$ cat config.mk
export PLATFORM = sky130hd
export DESIGN_NAME = matmul_sequencer
export DESIGN_NICKNAME = d
export VERILOG_FILES = /design/src/rtl/tpu_pkg.sv /design/src/rtl/skew_gen.sv /design/src/rtl/matmul_sequencer.sv
export SDC_FILE = /design/constraint.sdc
export NUM_CORES = 1
export LEC_CHECK = 0
export CAP_MARGIN = 20
export CORE_UTILIZATION = 46
export CTS_CLUSTER_DIAMETER = 40
export DETAILED_ROUTE_END_ITERATION = 8
export GPL_TIMING_DRIVEN = 0
export PLACE_DENSITY = 0.87
export SETUP_SLACK_MARGIN = 0.2
export SLEW_MARGIN = 40
export SYNTH_ARGS = -nofsm -noshare
export SYNTH_HDL_FRONTEND = slang
export SYNTH_SLANG_ARGS = --single-unit
$ cat constraint.sdc
create_clock -name clk -period 1.95 [get_ports clk]
set_input_delay 0.39 -clock clk [delete_from_list [all_inputs] [get_ports clk]]
set_output_delay 0.39 -clock clk [all_outputs]
set_load 0.01 [all_outputs]
$ cat src/rtl/tpu_pkg.sv
// Shared constants and types for the systolic matmul path.
// DIM/IDX_W size the array; FEED_LEN/DRAIN_LEN size the sequencer phases.
package tpu_pkg;

  localparam int DIM       = 4;
  localparam int IDX_W     = 2;
  localparam int FEED_LEN  = 2*DIM-1;
  localparam int DRAIN_LEN = DIM-1;

  typedef enum logic [2:0] {
    IDLE,
    CLEAR,
    FEED,
    DRAIN,
    READOUT
  } seq_state_t;

endpackage

$ cat src/rtl/skew_gen.sv
// Operand stagger decode: step t -> per-line read enable and element index.
// Ports: active, t in; rd_en (DIM), rd_elem (DIM*IDX_W, line i at [i*IDX_W +: IDX_W]) out.
module skew_gen
  import tpu_pkg::*;
(
  input  logic                 active,
  input  logic [IDX_W:0]       t,
  output logic [DIM-1:0]       rd_en,
  output logic [DIM*IDX_W-1:0] rd_elem
);

  // Line i lags line 0 by i steps; it reads element t-i while in range.
  always_comb begin
    rd_en   = '0;
    rd_elem = '0;
    for (int i = 0; i < DIM; i++) begin
      if (active && int'(t) >= i && int'(t) - i < DIM) begin
        rd_en[i]                 = 1'b1;
        rd_elem[i*IDX_W +: IDX_W] = IDX_W'(int'(t) - i);
      end
    end
  end

endmodule

$ cat src/rtl/matmul_sequencer.sv
// Sequencer for the output-stationary systolic matmul: clear, skewed feed, drain, readout.
// Ports: clk, rst, start, result_ready in; busy, done, array_clr, array_we, rd_en, rd_elem, out_row, out_col, result_valid out.
module matmul_sequencer
  import tpu_pkg::*;
#(
  parameter int RD_LAT = 0
) (
  input  logic                 clk,
  input  logic                 rst,
  input  logic                 start,
  output logic                 busy,
  output logic                 done,
  output logic                 array_clr,
  output logic                 array_we,
  output logic [DIM-1:0]       rd_en,
  output logic [DIM*IDX_W-1:0] rd_elem,
  output logic [IDX_W-1:0]     out_row,
  output logic [IDX_W-1:0]     out_col,
  output logic                 result_valid,
  input  logic                 result_ready
);

  localparam int TW = IDX_W+1;
  localparam int IW = 2*IDX_W;

  localparam logic [TW-1:0] T_FEED_LAST  = TW'(FEED_LEN-1);
  localparam logic [TW-1:0] T_DRAIN_LAST = TW'(DRAIN_LEN+RD_LAT-1);
  localparam logic [TW-1:0] T_WE_DRAIN   = TW'(DRAIN_LEN);
  localparam logic [IW-1:0] IDX_LAST     = IW'(DIM*DIM-1);

  seq_state_t    state, state_n;
  logic [TW-1:0] t, t_n;
  logic [IW-1:0] idx, idx_n;
  logic          done_q, done_n;
  logic          we_req;

  always_ff @(posedge clk or posedge rst) begin
    if (rst) begin
      state  <= IDLE;
      t      <= '0;
      idx    <= '0;
      done_q <= 1'b0;
    end else begin
      state  <= state_n;
      t      <= t_n;
      idx    <= idx_n;
      done_q <= done_n;
    end
  end

  always_comb begin
    state_n = state;
    t_n     = t;
    idx_n   = idx;
    done_n  = 1'b0;
    unique case (state)
      IDLE: begin
        if (start) state_n = CLEAR;
      end
      CLEAR: begin
        state_n = FEED;
        t_n     = '0;
      end
      FEED: begin
        if (t == T_FEED_LAST) begin
          state_n = DRAIN;
          t_n     = '0;
        end else begin
          t_n = t + 1'b1;
        end
      end
      DRAIN: begin
        if (t == T_DRAIN_LAST) begin
          state_n = READOUT;
          t_n     = '0;
          idx_n   = '0;
        end else begin
          t_n = t + 1'b1;
        end
      end
      READOUT: begin
        if (result_ready) begin
          // Index wraps to 0 on the final handshake.
          idx_n = idx + 1'b1;
          if (idx == IDX_LAST) begin
            state_n = IDLE;
            done_n  = 1'b1;
          end
        end
      end
      default: begin
        state_n = IDLE;
      end
    endcase
  end

  // MAC enable covers the feed plus the time for the last operands
  // to ripple DIM-1 hops to the far corner PE.
  assign we_req = (state == FEED) ||
                  (state == DRAIN && t < T_WE_DRAIN);

  if (RD_LAT == 1) begin : g_lat1
    logic we_q;
    always_ff @(posedge clk or posedge rst) begin
      if (rst) we_q <= 1'b0;
      else     we_q <= we_req;
    end
    assign array_we = we_q;
  end else begin : g_lat0
    assign array_we = we_req;
  end

  skew_gen u_skew (
    .active  (state == FEED),
    .t       (t),
    .rd_en   (rd_en),
    .rd_elem (rd_elem)
  );

  assign busy         = (state != IDLE);
  assign done         = done_q;
  assign array_clr    = (state == CLEAR);
  assign result_valid = (state == READOUT);
  assign out_row      = idx[IW-1:IDX_W];
  assign out_col      = idx[IDX_W-1:0];

endmodule

== Word-level counts from Yosys, hierarchy flattened ==
Cells that the tools add are included.

* Add/subtract/negate cells: 5
* Order comparisons: 8
* Eq/ne operators: 12
* Mux-type cells: 23
* Reduce and logical (&&, ||, !) cells: 15

{| class="wikitable"
|+ Operator list
! cell !! count
|-
| less-than comparator 32 x 4 -> 1 bit (second input constant) || 3
|-
| two-way mux 3 bit || 7
|-
| case mux 3 bit (5 select lines) || 1
|-
| equality test 3 x 2 -> 1 bit (second input constant) || 3
|-
| case mux 3 bit (3 select lines) || 1
|-
| logical AND 1 bit || 8
|-
| two-way mux 2 bit || 4
|-
| two-way mux 4 bit || 2
|-
| case mux 4 bit (2 select lines) || 1
|-
| subtractor 3 x 2 -> 4 bit (second input constant) || 2
|-
| two-way mux 1 bit || 7
|-
| equality test 3 bit (second input constant) || 2
|-
| greater-or-equal comparator 3 x 2 -> 1 bit (second input constant) || 2
|-
| != test 2 bit (second input constant) || 3
|-
| nonzero test 3 bit || 2
|-
| AND reduction 5 bit || 1
|-
| adder 4 x 1 -> 4 bit (second input constant) || 1
|-
| equality test 4 bit (second input constant) || 1
|-
| != test 2 x 1 -> 1 bit (second input constant) || 2
|-
| subtractor 3 x 1 -> 4 bit (second input constant) || 1
|-
| adder 3 x 1 -> 3 bit (second input constant) || 1
|-
| equality test 3 x 1 -> 1 bit (second input constant) || 1
|-
| greater-or-equal comparator 3 x 1 -> 1 bit (second input constant) || 1
|-
| zero test 3 bit || 1
|-
| other kinds (5) || 5
|}

* Register bits after elaboration: 11
* Bits of input ports: 4

== Longest topological paths before layout ==
* Word-level depth: 4
* Gate-level depth with buffers: 6
* Mapped depth without buffers: 6

== By module ==
From an unflattened synthesis, not the netlist that was laid out.

* Cells, all modules: 103
* Area, all modules: 854.6 sq um

{| class="wikitable"
|+ By module, submodules not included
! module !! instances !! cells each !! area an instance (sq um) !! seq. area each (sq um)
|-
| matmul_sequencer || 1 || 72 || 660.6 || 275.3
|-
| skew_gen || 1 || 31 || 193.9 || 0.0
|}

== Least setup slack after synthesis ==
No wires, ideal clock.

* Path type: reg2out
* Start: register t[0]
* End: output port rd_elem[7]
* Arrival: 1.418 ns
* Path slack: 0.142 ns
* Stages on the path, launching flop included: 7
* Path buffers: 0
* Path through: dfrtp_1 > ha_1 > inv_1 > ha_1 > nor2_1 > nor3_2 > and2_1

* Longest elaborated chain between the ends: 4
* Elaborated cells on any way between the ends: 6
* Those cells by class: add/sub: 1; order compare: 2; mux: 1; reduce/logical: 2

{| class="wikitable"
|+ Ends and longest elaborated chain
! what !! line !! text
|-
| start, declared || matmul_sequencer.sv:32 || <nowiki>logic [TW-1:0] t, t_n;</nowiki>
|-
| start signal, assigned || matmul_sequencer.sv:45 || <nowiki>t <= t_n;</nowiki>
|-
| subtractor 3 x 2 -> 4 bit or greater-or-equal comparator 3 x 2 -> 1 bit (tied branches) || skew_gen.sv:17 || <nowiki>if (active && int'(t) >= i && int'(t) - i < DIM) begin</nowiki>
|-
| less-than comparator 32 x 4 -> 1 bit or logical AND 1 bit (tied branches) || skew_gen.sv:17 ||
|-
| logical AND 1 bit || skew_gen.sv:17 ||
|-
| two-way mux 2 bit * || skew_gen.sv:17 ||
|-
| end, declared || matmul_sequencer.sv:16 || <nowiki>output logic [DIM*IDX_W-1:0] rd_elem,</nowiki>
|}

Every way passes the cells marked *; elsewhere a longest branch is shown, timed or not.

== Worst setup path in the final report ==
* Start: register t[1]
* End: output port rd_elem[7]

Same word-level chain as after synthesis.

==> results.json <==
{
  "final.setup_skew_ns": 0.00480,
  "place_congestion": 0.800,
  "critical_path.startpoint_type": "register",
  "postSynthRegisterBits": 11,
  "power_consumption_mw": 2.12,
  "detailedRoute.firstIterationViolations": 30,
  "seq_area_frac_synth_pct": 31.6,
  "leading_post_synthesis_cells_by_cell_area": "dfrtp_1, ha_1, nor2_1",
  "grt_pass1_vias": 823,
  "synth_nets": 108,
  "synth_top_cell_area_share_pct": 31.6,
  "max-cap-violations": 0,
  "top_delay_family_on_crit_path": "flip-flops",
  "cts_max_path_buffers": 2,
  "worst-path-buf-inv": 2,
  "postSynthAreaPerCell_um2": 8.98,
  "drt.antenna.violating_nets": 0,
  "cts.reportedPaths.clkPinSlew_ns": 0.06,
  "gr-usage-all-layers_pct": 25.7,
  "wire_per_inst_um": 14.8,
  "fp.dieArea_mm2": 0.00207,
  "vias_after_detailed_routing": 945,
  "critical_path.cell_chain": "ha_4, inv_4, ha_4, nor2_2, nor3_2, and2_1, buf_2",
  "synth_ff_type": "dfrtp_1",
  "layout_area_overhead_pct": 55.9,
  "h-tree-depth": 1,
  "grt_setup_unrepaired": "true",
  "combinationalPowerShare_pct": 72.3,
  "final_min_period_over_clock_period_pct": 104,
  "switching_share_pct": 43.9,
  "post-route-worst-setup-slack_ns": -0.0846,
  "num_io_pins": 25,
  "p_int_mw": 1.19,
  "data_required_time_at_the_worst_endpoint_ns": 1.56,
  "final_period_minus_worst_setup_slack_ns": 2.03,
  "final.fill_count": 126,
  "cp_slowest_cell": "dfrtp_2",
  "post-dp-hpwl_um": 1540,
  "synth_edf_count": 0,
  "netSwitchingPower_mw": 0.930,
  "synth_async_sr_flop_share_pct": 100,
  "mostFrequentLayoutCell": "buf_4",
  "critical_path_type": "register to primary output",
  "clock_sinks": 11,
  "synth_cell_type_count": 39,
  "min_path_type": "input port to async pin",
  "worstPathArrival_ns": 1.64,
  "layout.core_utilization_pct": 77.8,
  "cts_root_buffer": "clkbuf_4",
  "drc": 0,
  "drive_gt1_share_pct": 51.0,
  "power_density_mw_per_mm2": 1560,
  "viasPerCell": 5.56,
  "maxSlewHeadroom_pct": 73.0,
  "timing.final.setup_violations": 4,
  "synth.largest_area_cell": "dfrtp_1",
  "antenna_cells": 0,
  "crit_path_end_kind": "primary output",
  "worst_path_maximum_fanout": 5,
  "biggest_cell_delay_along_the_critical_path_ns": 0.47,
  "timing_worst_slew_pin_value_ns": 0.404,
  "power.ir.vdd_worst_mv": 1.08,
  "pin_count_of_the_biggest_net_entering_global_routing": 12,
  "floorplan.initialDensity_pct": 49.9,
  "final_nets": 157,
  "dr.pass1.iters": 4,
  "synth.yosys.warnings": 0,
  "postSynthCellCount": 97,
  "whs_ns": 0.406,
  "design.core.area_mm2": 0.00175,
  "synthesis.area_um2": 871,
  "status": "complete, but fails checks",
  "floorplan_die_height_um": 45.5,
  "globalRoute.totalOverflow": 0,
  "cts_tree": "built",
  "maximum_clock_frequency_mhz": 492,
  "layout.cells.most_common_list": "buf_4, buf_2, dfrtp_1",
  "power.share.sequential_pct": 20.5,
  "final-max-slew-violation-count": 0,
  "failed_checks": "setup timing",
  "critPathMostFrequentCell": "ha_4",
  "hold_viol_final": 0,
  "rows": 15,
  "power_leakage_nw": 0.643,
  "wirelength_um": 2510,
  "worst_skew_pair.late_latency_ns": 0.27,
  "global_route_wire_length_before_repair_um": 3740,
  "die_w_um": 45.5,
  "grt_antenna_before_repair": 0,
  "clock_power_share_pct": 7.2,
  "place.port_buffers": 24,
  "cts-buffers-inserted": 3
}
==> routing by layer <==
metal	GRT usage, %	share of wire [%]
met1	34.1	43
met2	38.6	51
met3	6.75	4.7
met4	12.1	1.7
met5	0	0
==> Yosys cell counts, types with 2 or more instances <==
cell type / number
buf_6: 2
o211ai_1: 3
inv_1: 7
a22o_1: 3
nor3_1: 3
o21ai_0: 6
nand2b_1: 3
and2_1: 2
dfrtp_1: 11
nand2_1: 6
nor2b_1: 2
a21oi_1: 6
o21ai_2: 3
nor2_1: 9
ha_1: 7
==> flip-flops by register name, summed over array words and instances (netlist names) <==
| signal | cells |
|---|---|
| idx | 4 |
| state | 3 |
| t | 3 |
| done | 1 |
==> cell type report <==
cell class / count / area, um2 / area share [%]
Inverter: 8 / 37.5 / 2.76
Tap cell: 25 / 31.3 / 2.30
Sequential cell: 11 / 278 / 20.5
Clock buffer: 4 / 26.3 / 1.94
Multi-Input combinational cell: 73 / 616 / 45.3
Timing Repair Buffer: 44 / 319 / 23.5
Buffer: 5 / 50.0 / 3.69
==> worst reg2reg max path: cells and delay by family, from the launching register on <==
| kind | cells | cell delay, ns |
|---|---|---|
| muxes | 1 | 0.26 |
| buffers and inverters | 2 | 0.24 |
| adders and majority gates | 1 | 0.28 |
| DFF | 1 | 0.47 |
| AOI/OAI and AO/OA | 1 | 0.12 |
==> final timing paths <==
check	startpoint	end	slack (ns)	depth (start not counted)
max in group asynchronous	rst	t[1]$_DFFE_PP0P_	1.23	2
max reg2reg	t[0]$_DFFE_PP0P_	t[1]$_DFFE_PP0P_	0.44	5
min reg2reg	idx[1]$_DFFE_PP0P_	idx[1]$_DFFE_PP0P_	0.57	1
min in group clk	idx[1]$_DFFE_PP0P_	idx[1]$_DFFE_PP0P_	0.57	1
min	rst	done$_DFF_PP0_	0.41	2
max	t[1]$_DFFE_PP0P_	rd_elem[7]	-0.08	7
==> logic make-up (layout without fill, tap and decap cells) <==
logic type	after synthesis	count (layout)	share of synthesized area [%]
compound gates	28	28	22.8
flops	11	11	31.6
mux	2	2	2.44
xor+xnor	1	1	1.01
simple gates	35	35	24.1
fa+ha+maj	7	7	10.1
buf+inv	13	61	7.90
==> power by group through the flow <==
stage	registers, mW	logic, mW	clock network, mW
after detailed placement	0.432	1.09	0
after global routing	0.442	1.63	0.172
after floorplan	0.421	0.679	0
after CTS	0.421	1.28	0.158
after global placement	0.426	1.06	0
final	0.433	1.53	0.153
==> stage by stage <==
stage	setup TNS (ns)	instance area [um2]	setup slack [ns]	instances
2_1_floorplan	0	873	0.215	97
3_3_place_gp	-1.28	1140	-0.215	146
3_5_place_dp	-1.54	1140	-0.268	146
4_1_cts	-0.149	1280	-0.0449	159
5_1_grt	-0.605	1360	-0.155	170
6_report	-0.267	1360	-0.0846	170
==> repair_timing <==
item                       4_1_cts  5_1_grt
buffers inserted                 9       11
resized for setup               74       22
setup endpoints to repair       16       16
hold buffers                     0        0
pin swaps                        8        4
(Power assumes the default switching activity.)
